### src/rtl/matmul_operand_loader_pkg.sv
// Shared types and constants for the matmul operand loader: geometry, widths
// and the loader FSM state encoding.
package matmul_pkg;

  localparam int DWIDTH   = 8;
  localparam int MAT_SIZE = 4;
  localparam int WORD_W   = MAT_SIZE * DWIDTH;
  localparam int AWIDTH   = 7;
  localparam int IDXW     = $clog2(MAT_SIZE * MAT_SIZE);
  localparam int KW       = $clog2(MAT_SIZE);

  localparam logic [AWIDTH-1:0] PAD_ADDR = 7'd127;
  localparam logic [IDXW-1:0]   LAST_IDX = '1;
  localparam logic [KW-1:0]     LAST_K   = '1;

  typedef enum logic [2:0] {
    IDLE,
    FILL_A,
    WRITE_A,
    FILL_B,
    WRITE_B,
    PAD,
    RUN,
    DONE
  } loader_state_t;

endpackage

### src/rtl/matmul_operand_loader_if.sv
// Stream, RAM-write and multiplier-handshake signals of the operand loader.
// master = the loader, slave = its environment (stream source, RAMs, multiplier).
interface matmul_operand_loader_if;
  import matmul_pkg::*;

  logic              in_valid;
  logic [DWIDTH-1:0] in_data;
  logic              in_ready;
  logic              we_a;
  logic              we_b;
  logic [AWIDTH-1:0] ram_addr;
  logic [WORD_W-1:0] ram_wdata;
  logic              start_mat_mul;
  logic              done_mat_mul;

  modport master (
    input  in_valid, in_data, done_mat_mul,
    output in_ready, we_a, we_b, ram_addr, ram_wdata, start_mat_mul
  );

  modport slave (
    output in_valid, in_data, done_mat_mul,
    input  in_ready, we_a, we_b, ram_addr, ram_wdata, start_mat_mul
  );

endinterface

### src/rtl/matmul_operand_loader_pack_buf.sv
// 4x4 element buffer: one write port addressed by row-major index, plus two
// combinational word views (column k, row k) with element i in byte lane i.
module operand_pack_buf
  import matmul_pkg::*;
(
  input  logic              clk,
  input  logic              wr_en,
  input  logic [IDXW-1:0]   wr_idx,
  input  logic [DWIDTH-1:0] wr_data,
  input  logic [KW-1:0]     col_k,
  output logic [WORD_W-1:0] col_word,
  input  logic [KW-1:0]     row_k,
  output logic [WORD_W-1:0] row_word
);

  logic [DWIDTH-1:0] mem_q [MAT_SIZE][MAT_SIZE];

  // NOTE: the buffer has no reset; every element is rewritten by a session
  // before any word that contains it is read out.
  always_ff @(posedge clk) begin
    if (wr_en) begin
      mem_q[wr_idx[IDXW-1:KW]][wr_idx[KW-1:0]] <= wr_data;
    end
  end

  always_comb begin
    col_word = '0;
    row_word = '0;
    for (int i = 0; i < MAT_SIZE; i++) begin
      col_word[i*DWIDTH +: DWIDTH] = mem_q[i][col_k];
      row_word[i*DWIDTH +: DWIDTH] = mem_q[row_k][i];
    end
  end

endmodule

### src/rtl/matmul_operand_loader.sv
// Operand loader for the 4x4 multiplier: collects A then B from a byte stream,
// writes A by column and B by row, writes the zero pad word, then runs the multiply.
module matmul_operand_loader
  import matmul_pkg::*;
#(
  parameter logic [AWIDTH-1:0] A_BASE = '0,
  parameter logic [AWIDTH-1:0] B_BASE = '0
) (
  input  logic                    clk,
  input  logic                    reset,
  input  logic                    load_start,
  matmul_operand_loader_if.master bus,
  output logic                    busy,
  output logic                    load_done
);

  loader_state_t     state_q, state_d;
  logic [IDXW-1:0]   cnt_q, cnt_d;
  logic              busy_q, busy_d;
  logic              in_ready_q, in_ready_d;
  logic              we_a_q, we_a_d;
  logic              we_b_q, we_b_d;
  logic [AWIDTH-1:0] ram_addr_q, ram_addr_d;
  logic [WORD_W-1:0] ram_wdata_q, ram_wdata_d;
  logic              start_q, start_d;
  logic              load_done_q, load_done_d;

  logic              accept;
  logic [KW-1:0]     k_d;
  logic [WORD_W-1:0] col_word, row_word;

  assign accept = bus.in_valid && in_ready_q;
  assign k_d    = cnt_d[KW-1:0];

  operand_pack_buf u_buf (
    .clk      (clk),
    .wr_en    (accept),
    .wr_idx   (cnt_q),
    .wr_data  (bus.in_data),
    .col_k    (k_d),
    .col_word (col_word),
    .row_k    (k_d),
    .row_word (row_word)
  );

  // NOTE: every signal gets a default at the top so no path leaves it unassigned
  // and no latch is inferred.
  always_comb begin
    state_d = state_q;
    cnt_d   = cnt_q;
    unique case (state_q)
      IDLE: if (load_start) begin
        state_d = FILL_A;
        cnt_d   = '0;
      end
      FILL_A, FILL_B: if (bus.in_valid) begin
        if (cnt_q == LAST_IDX) begin
          state_d = (state_q == FILL_A) ? WRITE_A : WRITE_B;
          cnt_d   = '0;
        end else begin
          cnt_d = cnt_q + 1'b1;
        end
      end
      WRITE_A, WRITE_B: begin
        if (cnt_q[KW-1:0] == LAST_K) begin
          state_d = (state_q == WRITE_A) ? FILL_B : PAD;
          cnt_d   = '0;
        end else begin
          cnt_d = cnt_q + 1'b1;
        end
      end
      PAD:  state_d = RUN;
      RUN:  if (bus.done_mat_mul) state_d = DONE;
      DONE: state_d = IDLE;
      default: state_d = IDLE;
    endcase
  end

  // Outputs are decoded from the next state so they leave the flops aligned
  // with the state they belong to; no input reaches an output combinationally.
  always_comb begin
    busy_d      = (state_d != IDLE);
    in_ready_d  = (state_d == FILL_A) || (state_d == FILL_B);
    we_a_d      = (state_d == WRITE_A) || (state_d == PAD);
    we_b_d      = (state_d == WRITE_B) || (state_d == PAD);
    start_d     = (state_d == RUN);
    load_done_d = (state_d == DONE);
    ram_addr_d  = '0;
    ram_wdata_d = '0;
    case (state_d)
      WRITE_A: begin
        ram_addr_d  = A_BASE + AWIDTH'(k_d);
        ram_wdata_d = col_word;
      end
      WRITE_B: begin
        ram_addr_d  = B_BASE + AWIDTH'(k_d);
        ram_wdata_d = row_word;
      end
      PAD:     ram_addr_d = PAD_ADDR;
      default: ;
    endcase
  end

  // NOTE: sequential state uses non-blocking assignments so every flop samples
  // the pre-edge values regardless of statement order.
  always_ff @(posedge clk) begin
    if (!reset) begin
      state_q     <= IDLE;
      cnt_q       <= '0;
      busy_q      <= 1'b0;
      in_ready_q  <= 1'b0;
      we_a_q      <= 1'b0;
      we_b_q      <= 1'b0;
      ram_addr_q  <= '0;
      ram_wdata_q <= '0;
      start_q     <= 1'b0;
      load_done_q <= 1'b0;
    end else begin
      state_q     <= state_d;
      cnt_q       <= cnt_d;
      busy_q      <= busy_d;
      in_ready_q  <= in_ready_d;
      we_a_q      <= we_a_d;
      we_b_q      <= we_b_d;
      ram_addr_q  <= ram_addr_d;
      ram_wdata_q <= ram_wdata_d;
      start_q     <= start_d;
      load_done_q <= load_done_d;
    end
  end

  assign busy              = busy_q;
  assign load_done         = load_done_q;
  assign bus.in_ready      = in_ready_q;
  assign bus.we_a          = we_a_q;
  assign bus.we_b          = we_b_q;
  assign bus.ram_addr      = ram_addr_q;
  assign bus.ram_wdata     = ram_wdata_q;
  assign bus.start_mat_mul = start_q;

endmodule

### src/flat_wrapper.sv
// flat-port wrapper written by rule: the top's interface ports become plain ports
module matmul_operand_loader_flat import matmul_pkg::*;
#(
  parameter logic [AWIDTH-1:0] A_BASE = '0,
  parameter logic [AWIDTH-1:0] B_BASE = '0
)
  (clk, reset, load_start, busy, load_done, bus_in_valid, bus_in_data, bus_done_mat_mul, bus_in_ready, bus_we_a, bus_we_b, bus_ram_addr, bus_ram_wdata, bus_start_mat_mul);
  matmul_operand_loader_if bus_i ();
  input  logic clk;
  input  logic reset;
  input  logic load_start;
  output logic busy;
  output logic load_done;
  input wire logic [$bits(bus_i.in_valid)-1:0] bus_in_valid;
  input wire logic [$bits(bus_i.in_data)-1:0] bus_in_data;
  input wire logic [$bits(bus_i.done_mat_mul)-1:0] bus_done_mat_mul;
  output wire logic [$bits(bus_i.in_ready)-1:0] bus_in_ready;
  output wire logic [$bits(bus_i.we_a)-1:0] bus_we_a;
  output wire logic [$bits(bus_i.we_b)-1:0] bus_we_b;
  output wire logic [$bits(bus_i.ram_addr)-1:0] bus_ram_addr;
  output wire logic [$bits(bus_i.ram_wdata)-1:0] bus_ram_wdata;
  output wire logic [$bits(bus_i.start_mat_mul)-1:0] bus_start_mat_mul;
  assign bus_i.in_valid = bus_in_valid;
  assign bus_i.in_data = bus_in_data;
  assign bus_i.done_mat_mul = bus_done_mat_mul;
  assign bus_in_ready = bus_i.in_ready;
  assign bus_we_a = bus_i.we_a;
  assign bus_we_b = bus_i.we_b;
  assign bus_ram_addr = bus_i.ram_addr;
  assign bus_ram_wdata = bus_i.ram_wdata;
  assign bus_start_mat_mul = bus_i.start_mat_mul;
  matmul_operand_loader #(.A_BASE(A_BASE), .B_BASE(B_BASE)) u_core (.clk(clk), .reset(reset), .load_start(load_start), .bus(bus_i), .busy(busy), .load_done(load_done));
endmodule
### config.mk
export PLATFORM = sky130hd
export DESIGN_NAME = matmul_operand_loader_flat
export DESIGN_NICKNAME = d
export VERILOG_FILES = /design/src/rtl/matmul_operand_loader_pkg.sv /design/src/rtl/matmul_operand_loader_if.sv /design/src/rtl/matmul_operand_loader_pack_buf.sv /design/src/rtl/matmul_operand_loader.sv /design/src/flat_wrapper.sv
export SDC_FILE = /design/constraint.sdc
export NUM_CORES = 1
export LEC_CHECK = 0
export ABC_AREA = 0
export BUFFER_PORTS_ARGS = -buffer_cell sky130_fd_sc_hd__buf_4
export CORE_MARGIN = 3
export CORE_UTILIZATION = 45
export DETAILED_ROUTE_END_ITERATION = 16
export GPL_TIMING_DRIVEN = 1
export PLACE_DENSITY = 0.68
export SLEW_MARGIN = 20
export SYNTH_ARGS = -nofsm -noshare
export SYNTH_HDL_FRONTEND = slang
export SYNTH_SLANG_ARGS = --single-unit
### constraint.sdc
create_clock -name clk -period 5.2 [get_ports clk]
set_input_delay 0.78 -clock clk [delete_from_list [all_inputs] [get_ports clk]]
set_output_delay 0.78 -clock clk [all_outputs]
set_load 0.01 [all_outputs]
==> results.py, run 1 <==
metrics = {
    "synthesis": {
        "synth_most_common_cell": "edfxtp_1",
        "synth_edf_count": 128,
        "syn_area_um2": 8000,
        "synth_cell_types": 52,
        "ys_seq_area_share_pct": 60.06,
        "yosys-top-cells-area": "edfxtp_1 (48%), mux2i_1 (15%), dfxtp_1 (12%), mux2_2 (7.9%), o22ai_1 (1.7%)",
        "ys.flop_type": "edfxtp_1",
        "synth_common_cells": "edfxtp_1 (128), mux2i_1 (120), mux2_2 (56), dfxtp_1 (48), nor2_1 (26)",
        "async_reset_ff_share_pct": 0,
        "yosysTopAreaCell": "edfxtp_1",
        "syn_avg_cell_area_um2": 14.57,
        "ys_warn_count": 0,
        "synth_top_area_share_pct": 48.05,
        "ys_seq_elements": 176,
        "synth_cells": 549,
        "synth_nets": 567,
    },
    "clocking": {
        "cts-resized-gates": 0,
        "numCtsBuffers": 17,
        "cts_buffer_depth": 2,
        "cts.clk_slew.worst_paths_ns": 0.07,
        "cts_tree": "yes",
        "cts_sinks": 176,
        "cts_setup_buffers": 0,
        "clock_latency_ns": 0.43,
        "ctsHoldBuffers": 0,
        "clockRootBuffer": "clkbuf_16",
        "htree_num_levels": 4,
    },
    "detailed_routing": {
        "dr.pass1.iters": 5,
        "drc": 0,
        "vias_per_cell": 5.623,
        "first_iter_violations": 363,
        "antenna_left": 0,
        "drt_wl_total_um": 18360,
        "wl_per_cell_um": 21.88,
        "vias": 4718,
    },
    "timing": {
        "finalSetupTns_ns": 0,
        "skew_ns": 0.01220,
        "max-slew-margin-rel_pct": 23.89,
        "fin_ws_ns": 1.995,
        "tightest_slew_ns": 1.137,
        "setup_viol": 0,
        "fmax_mhz": 312.0,
        "drv_slew": 0,
        "timing.final.hold_violations": 0,
        "min_period_over_period_pct": 61.64,
        "min_period_ns": 3.205,
        "rsz0062_at_grt": "false",
    },
    "final_layout": {
        "area_growth_pct": 13.72,
        "diodes": 0,
        "final_nets": 620,
        "nFillCells": 1450,
        "final_cell_area_um2": 9097,
        "post-route-util_pct": 52.41,
        "layout-drive-gt1-share_pct": 28.83,
    },
    "min_path": {
        "hold_class": "input pin to flip-flop",
    },
    "die": {
        "initial_utilization_pct": 46.09,
        "rows": 48,
        "die_y_um": 139.3,
        "io_pins": 58,
        "die_w_um": 139.3,
        "core_um2": 17360,
        "die_area_um2": 19410,
    },
    "critical_path": {
        "worstPathArrival_ns": 3.53,
        "cp-end-kind": "flip-flop",
        "cp-start-kind": "flip-flop",
        "path_class": "flip-flop to flip-flop",
        "cp.required_ns": 5.53,
        "worstPathMaxFanout": 30,
    },
    "global_route": {
        "grt_pass1_wl_um": 28350,
        "grtUsageTotal_pct": 19.28,
        "grt_overflow_total": 0,
        "grt_pass1_vias": 4919,
        "grt_max_degree": 45,
        "grt_antenna_before_repair": 0,
    },
    "power": {
        "power_density_nw_per_um2": 319.6,
        "leakage_nw": 3.735,
        "p_total_mw": 2.907,
        "peakVddDrop_uv": 276.7,
    },
    "placement": {
        "post-place-ws_ns": 1.873,
        "gp_congestion": 0.8417,
        "dp_hpwl_um": 11950,
        "portBuffers": 57,
        "placed_area_um2": 8522,
    },
    "job": {
        "maxCapViolCount": 0,
    },
    "outcome": {
        "status": "complete, no violations",
    },
}
-- registers in the layout, indices dropped and copies added (netlist names), 3 cells and up --
register	cells
u_core.bus.ram_addr	3
u_core.bus.ram_wdata	32
u_core.cnt_q	4
u_core.state_q	3
u_core.u_buf.mem_q	128
-- final cells by class --
type	count	area (um2)	share of cell area, %
well taps	225	281.5	3.094
multi-input cells	330	2860	31.44
repair buffers	71	558.0	6.134
clock inverters	12	137.6	1.513
clock buffers	19	432.9	4.759
flip-flops and latches	176	4805	52.81
inverters	6	22.52	0.2476
-- metal layers --
layer  wire, um  up-vias  share of wire (%)  GRT usage, %
li1           -     2203                  -             -
met1       8038     2376                 44         24.48
met2       9058      118                 49         31.68
met3        959       21                5.2         5.395
met4        303        0                1.7         7.003
met5          0        -                  0             0
-- logic make-up (layout without fill, tap and decap cells) --
kind of cell	count (synthesis)	count (layout)	share of synthesized area [%]
mux	176	176	22.90
flops	176	176	60.06
simple gates	78	78	4.895
compound gates	67	67	6.303
buf+inv	43	108	4.629
fa+ha+maj	5	5	0.7820
xor+xnor	4	4	0.4380
-- critical path, stage by stage (launching register included) --
cell and delay, ns:
dfxtp_1 0.50, ha_1 0.30, and3_1 0.24, o32a_1 0.27
a2bb2oi_4 0.72, buf_4 0.49, mux2_2 0.38, o22ai_1 0.16
-- per-stage QoR --
step	std cells	hold WS [ns]
floorplan	549	0.5597
global placement	807	0.6241
detailed placement	808	0.6465
CTS	839	0.6229
global route	839	0.6339
finish	839	0.6341
-- cell usage in the layout (no fill, tap or decap), drive strengths merged, types with 2 or more instances in the layout --
master,n
nor3,8
ha,5
a22o,2
a211oi,2
o21ai,8
clkbuf,19
or3,3
a221o,4
buf,71
xor2,3
clkinvlp,4
and2,2
nor2,26
and3,4
a21oi,9
o22ai,28
nand3,7
mux2i,120
bufinv,2
inv,9
nor2b,2
mux2,56
nand2,16
dfxtp,48
o221ai,3
clkinv,3
edfxtp,128
nand2b,5
-- power breakdown --
group	internal, mW	switching, mW
combinational	0.0669	0.0778
clock	0.709	0.537
sequential	1.51	0.00717
total	2.29	0.622
-- worst paths after layout --
check,startpoint,to,slack (ns),cells past startpoint
worst max-delay path,u_core.cnt_q[0],u_core.bus.ram_wdata[20],1.99,7
worst max register to register,u_core.cnt_q[0],u_core.bus.ram_wdata[20],1.99,7
worst min-delay path,bus_in_data[4],u_core.u_buf.mem_q[1][4],0.63,1
worst min register to register,u_core.cnt_q[3],u_core.cnt_q[3],0.69,2
Note: power is estimated with default switching activity, not from simulation.
==> run 2, diff against run 1 <==
==> constraint.sdc (replaced) <==
create_clock -name clk -period 3.1 [get_ports clk]
set_input_delay 0.465 -clock clk [delete_from_list [all_inputs] [get_ports clk]]
set_output_delay 0.465 -clock clk [all_outputs]
set_load 0.01 [all_outputs]
==> run 2 against run 1 <==
Non-clock buffer count grew 18. Sequential share of layout area decreased by 0.72 points. Count of clock-buffer cells in the layout is 1 higher. Final cell count increased by 2.3%. First-iteration DRC count rose by 2.2%. Largest power group unchanged. Critical endpoint is now u_core.bus.ram_wdata[27]. Core utilization increased by 0.73 points. Highest routed layer unchanged. Global-route usage fell by 0.56 points.
==> results.py, run 2 (synthesis gave the netlist of run 1 again) <==
metrics = {
    "clocking": {
        "cts-resized-gates": 0,
        "cts_tree": "yes",
        "clockRootBuffer": "clkbuf_16",
        "numCtsBuffers": 17,
        "cts_sinks": 176,
        "cts.clk_slew.worst_paths_ns": 0.07,
        "clock_latency_ns": 0.42,
        "cts_buffer_depth": 2,
        "htree_num_levels": 4,
        "cts_setup_buffers": 0,
        "ctsHoldBuffers": 0,
    },
    "critical_path": {
        "worstPathMaxFanout": 56,
        "path_cells": "nor4_2 > a221o_2 > a22oi_2 > buf_12 > mux2i_1 > mux2_2 > o22ai_1",
        "cp-start-kind": "flip-flop",
        "slowest_delay_ns": 0.64,
        "path_class": "flip-flop to flip-flop",
        "crit_slowest_cell": "dfxtp_1",
        "worstPathArrival_ns": 2.95,
        "cp-end-kind": "flip-flop",
        "cp.required_ns": 3.43,
    },
    "power": {
        "power_density_nw_per_um2": 520.6,
        "peakVddDrop_uv": 382.0,
        "leakage_nw": 3.818,
        "p_total_mw": 4.802,
    },
    "min_path": {
        "hold_class": "input pin to flip-flop",
    },
    "detailed_routing": {
        "dr.pass1.iters": 4,
        "wl_per_cell_um": 21.31,
        "vias_per_cell": 5.654,
        "first_iter_violations": 371,
        "drt_wl_total_um": 18290,
        "antenna_left": 0,
        "drc": 0,
        "vias": 4851,
    },
    "final_layout": {
        "area_growth_pct": 15.30,
        "nFillCells": 1417,
        "final_nets": 638,
        "final_cell_mix": "edfxtp_1 (128), mux2i_1 (120), buf_4 (85)",
        "diodes": 0,
        "final_cell_area_um2": 9224,
        "largest_reg_flops": 128,
        "layout-drive-gt1-share_pct": 30.02,
        "fin_cells": 858,
        "final_common_cell": "edfxtp_1",
        "post-route-util_pct": 53.14,
    },
    "timing": {
        "rsz0062_at_grt": "false",
        "setup_viol": 0,
        "tightest_slew_ns": 0.6237,
        "fin_hold_ws_ns": 0.3415,
        "min_period_over_period_pct": 84.41,
        "timing.final.hold_violations": 0,
        "min_period_ns": 2.617,
        "fin_ws_ns": 0.4834,
        "max-slew-margin-rel_pct": 58.26,
        "fmax_mhz": 382.2,
        "skew_ns": 0.006533,
        "finalSetupTns_ns": 0,
        "drv_slew": 0,
    },
    "global_route": {
        "grt_overflow_total": 0,
        "grtUsageTotal_pct": 18.72,
        "grt_pass1_wl_um": 27740,
        "grt_antenna_before_repair": 0,
        "grt_max_degree": 58,
        "grt_pass1_vias": 4855,
    },
    "placement": {
        "post-place-ws_ns": 0.5566,
        "placed_area_um2": 8665,
        "gp_congestion": 0.8257,
        "place_inst": 826,
        "dp_hpwl_um": 11990,
        "portBuffers": 57,
    },
    "die": {
        "die_y_um": 139.3,
        "rows": 48,
        "die_area_um2": 19410,
        "initial_utilization_pct": 46.09,
        "die_w_um": 139.3,
        "core_um2": 17360,
        "io_pins": 58,
    },
    "outcome": {
        "status": "complete, no violations",
    },
    "job": {
        "maxCapViolCount": 0,
    },
}
==> run 2: changes by cell type in the layout (fill, tap and decap cells not counted), moves of 3 or more <==
cell and change:
nor2_1 +3, clkinv_4 +3, nor2_2 -3, nor3_2 -3, inv_6 +3, buf_4 +16, nor3_1 +3
==> run 2: where the power goes <==
group / switching [mW] / internal, mW
Sequential: 0.0120 / 2.53
Clock: 0.915 / 1.09
Combinational: 0.134 / 0.119
Total: 1.06 / 3.74
==> run 2: worst max-delay path, delay by kind of cell, from the launching register on <==
family / cells / cell delay (ns)
muxes: 2 / 0.40
and+or+nand+nor: 1 / 0.16
AOI/OAI and AO/OA: 3 / 0.89
DFF: 1 / 0.64
buffers and inverters: 1 / 0.37
==> run 2: final cells by class <==
type	count	area [um2]	share of cell area, %
clock buffer	20	457.9	4.965
clock inverter	12	101.3	1.099
inverter	6	22.52	0.2442
multi-input combinational	330	2838	30.77
sequential	176	4805	52.09
tap	225	281.5	3.052
timing repair buffer	89	718.2	7.786
==> run 2: layer usage <==
metal | up-vias | share of wire, % | track usage, %
met5 | - | 0 | 0
met2 | 166 | 50 | 31.20
met1 | 2406 | 43 | 24.50
met4 | 0 | 2.0 | 6.231
met3 | 28 | 5.8 | 3.952
li1 | 2251 | - | -
==> run 2: final timing paths <==
path | startpoint | cells past startpoint | slack (ns) | end
min reg2reg | u_core.u_buf.mem_q[0][17] | 2 | 0.66 | u_core.bus.ram_wdata[9]
max reg2reg | u_core.state_q[0] | 7 | 0.48 | u_core.bus.ram_wdata[27]
max | u_core.state_q[0] | 7 | 0.48 | u_core.bus.ram_wdata[27]
min | bus_in_data[3] | 1 | 0.34 | u_core.u_buf.mem_q[2][19]
==> run 3, diff against run 2 <==
--- a/config.mk
+++ b/config.mk
@@ -11,7 +11,7 @@
 export CORE_UTILIZATION = 45
 export DETAILED_ROUTE_END_ITERATION = 16
 export GPL_TIMING_DRIVEN = 1
-export PLACE_DENSITY = 0.68
+export PLACE_DENSITY = 0.71
 export SLEW_MARGIN = 20
 export SYNTH_ARGS = -nofsm -noshare
 export SYNTH_HDL_FRONTEND = slang
==> constraint.sdc (replaced) <==
create_clock -name clk -period 2.4 [get_ports clk]
set_input_delay 0.36 -clock clk [delete_from_list [all_inputs] [get_ports clk]]
set_output_delay 0.36 -clock clk [all_outputs]
set_load 0.01 [all_outputs]
==> run 3 against run 2 <==
Combinational power rose by 39%. Cell area is 3.3% higher. Clock skew up 0.0020 ns. Final cell count increased by 2.4%. Count of clock-buffer cells in the layout fell by 3. Highest routed layer unchanged.
==> results.py, run 3 (synthesis gave the netlist of run 1 again) <==
metrics = {
    "outcome": {
        "status": "complete, no violations",
    },
    "final_layout": {
        "final_cell_mix": "edfxtp_1 (128), mux2i_1 (120), buf_4 (100)",
        "final_nets": 659,
        "final_common_cell": "edfxtp_1",
        "seq_area_um2": 4811,
        "fin_cells": 879,
        "multi_input_area_um2": 2855,
        "diodes": 0,
        "layout-drive-gt1-share_pct": 33.03,
        "largest_reg_flops": 128,
        "area_growth_pct": 19.14,
        "nFillCells": 1377,
    },
    "critical_path": {
        "worstPathArrival_ns": 2.67,
        "worstPathMaxFanout": 21,
        "slowest_delay_ns": 0.39,
        "path_class": "flip-flop to flip-flop",
        "crit_slowest_cell": "dfxtp_1",
        "rr_worst_depth": 8,
        "critPathBufInv": 2,
        "critPathTopFamily": "compound AO/OA/AOI/OAI gates",
        "cp.required_ns": 2.75,
        "timing.rr.end": "u_core.bus.ram_wdata[24]",
        "path_depth": 8,
        "cp-end-kind": "flip-flop",
        "cp-start-kind": "flip-flop",
        "path_cells": "ha_1 > and3_1 > o32a_1 > a2bb2oi_4 > buf_12 > buf_4 > mux2_2 > o22ai_1",
        "reg2reg_from": "u_core.cnt_q[0]",
        "r2r_slack_ns": 0.08,
    },
    "detailed_routing": {
        "drc": 0,
        "vias": 4929,
        "first_iter_violations": 377,
        "drt_wl_total_um": 18490,
        "vias_per_cell": 5.608,
        "dr.pass1.iters": 4,
        "wl_per_cell_um": 21.03,
        "antenna_left": 0,
    },
    "power": {
        "leakage_nw": 4.001,
        "peakVddDrop_uv": 543.1,
        "p_total_mw": 6.468,
        "power_density_nw_per_um2": 678.6,
    },
    "clocking": {
        "clock_latency_ns": 0.44,
        "cts_buffer_depth": 2,
        "cts_tree": "yes",
        "cts_sinks": 176,
        "htree_num_levels": 4,
        "clockRootBuffer": "clkbuf_16",
        "numCtsBuffers": 17,
        "cts.clk_slew.worst_paths_ns": 0.07,
    },
    "timing": {
        "max-slew-margin-rel_pct": 69.50,
        "min_period_ns": 2.318,
        "drv_slew": 0,
        "skew_ns": 0.008559,
        "fmax_mhz": 431.4,
        "setup_viol": 0,
        "timing.final.hold_violations": 0,
        "tightest_slew_ns": 0.4570,
        "fin_hold_ws_ns": 0.2227,
        "min_period_over_period_pct": 96.58,
    },
    "global_route": {
        "grt_antenna_before_repair": 0,
        "grt_max_degree": 30,
        "grt_pass1_wl_um": 28280,
        "grt_pass1_vias": 4943,
        "grtUsageTotal_pct": 19.08,
        "grt_overflow_total": 0,
    },
    "die": {
        "initial_utilization_pct": 46.09,
        "core_um2": 17360,
        "rows": 48,
        "die_y_um": 139.3,
        "die_w_um": 139.3,
        "io_pins": 58,
        "die_area_um2": 19410,
    },
    "min_path": {
        "worstHoldPathCells": 1,
        "hold_end": "u_core.u_buf.mem_q[0][21]",
        "min_from": "bus_in_data[5]",
        "hold_class": "input pin to flip-flop",
    },
    "placement": {
        "portBuffers": 57,
        "place_inst": 846,
        "gp_congestion": 0.8977,
        "dp_hpwl_um": 12590,
    },
    "job": {
        "maxCapViolCount": 0,
    },
}
-- run 3: metal layers --
| metal | vias to the layer above | part of all wire (%) | GRT usage, % | routed length, um |
|---|---|---|---|---|
| li1 | 2286 | - | - | - |
| met1 | 2448 | 44 | 24.89 | 8095 |
| met2 | 170 | 49 | 32.04 | 9137 |
| met3 | 25 | 4.9 | 3.780 | 898 |
| met4 | 0 | 1.9 | 6.437 | 357 |
| met5 | - | 0 | 0 | 0 |
-- run 3: stage by stage --
stage / instance area [um2] / worst slack, ns / util [%] / setup TNS (ns)
after global placement: 8890 / 0.06810 / 51.22 / 0
after floorplan: 8000 / 0.2297 / - / 0
after detailed placement: 8890 / -0.02808 / 51.22 / -0.06700
final: 9532 / 0.08203 / 54.92 / 0
after CTS: 9503 / 0.02949 / 54.75 / 0
after global routing: 9532 / -0.006140 / 54.92 / -0.006140
-- run 3: what timing repair did --
item | CTS | global route
hold buffers | 0 | 0
setup endpoints to repair | 8 | 18
resized for setup | 2 | 5
setup buffers | 0 | 1
pin swaps | 0 | 1
-- run 3: worst max path at each step --
| stage | start | end | slack (ns) |
|---|---|---|---|
| after floorplan | u_core.cnt_q[1] | u_core.bus.ram_wdata[0] | 0.23 |
| after CTS | u_core.state_q[1] | u_core.bus.ram_wdata[15] | 0.03 |
| after detailed placement | u_core.state_q[2] | u_core.bus.ram_wdata[15] | -0.03 |
| final | u_core.cnt_q[0] | u_core.bus.ram_wdata[24] | 0.08 |
| after global routing | u_core.cnt_q[1] | u_core.bus.ram_wdata[24] | -0.006 |
| after global placement | u_core.state_q[0] | u_core.bus.ram_wdata[18] | 0.07 |
-- run 3: area by class of cell --
| type | instances | area share [%] |
|---|---|---|
| well taps | 225 | 2.954 |
| clock inverters | 15 | 1.943 |
| flip-flops and latches | 176 | 50.47 |
| clock buffers | 17 | 4.463 |
| repair buffers | 110 | 9.976 |
| inverters | 6 | 0.2363 |
| multi-input cells | 330 | 29.96 |
-- run 3: power by group --
group	internal, mW	leakage [nW]	switching [mW]	total, mW
clock	1.65	0.297	1.18	2.83
combinational	0.172	2.16	0.179	0.351
sequential	3.27	1.54	0.0137	3.28
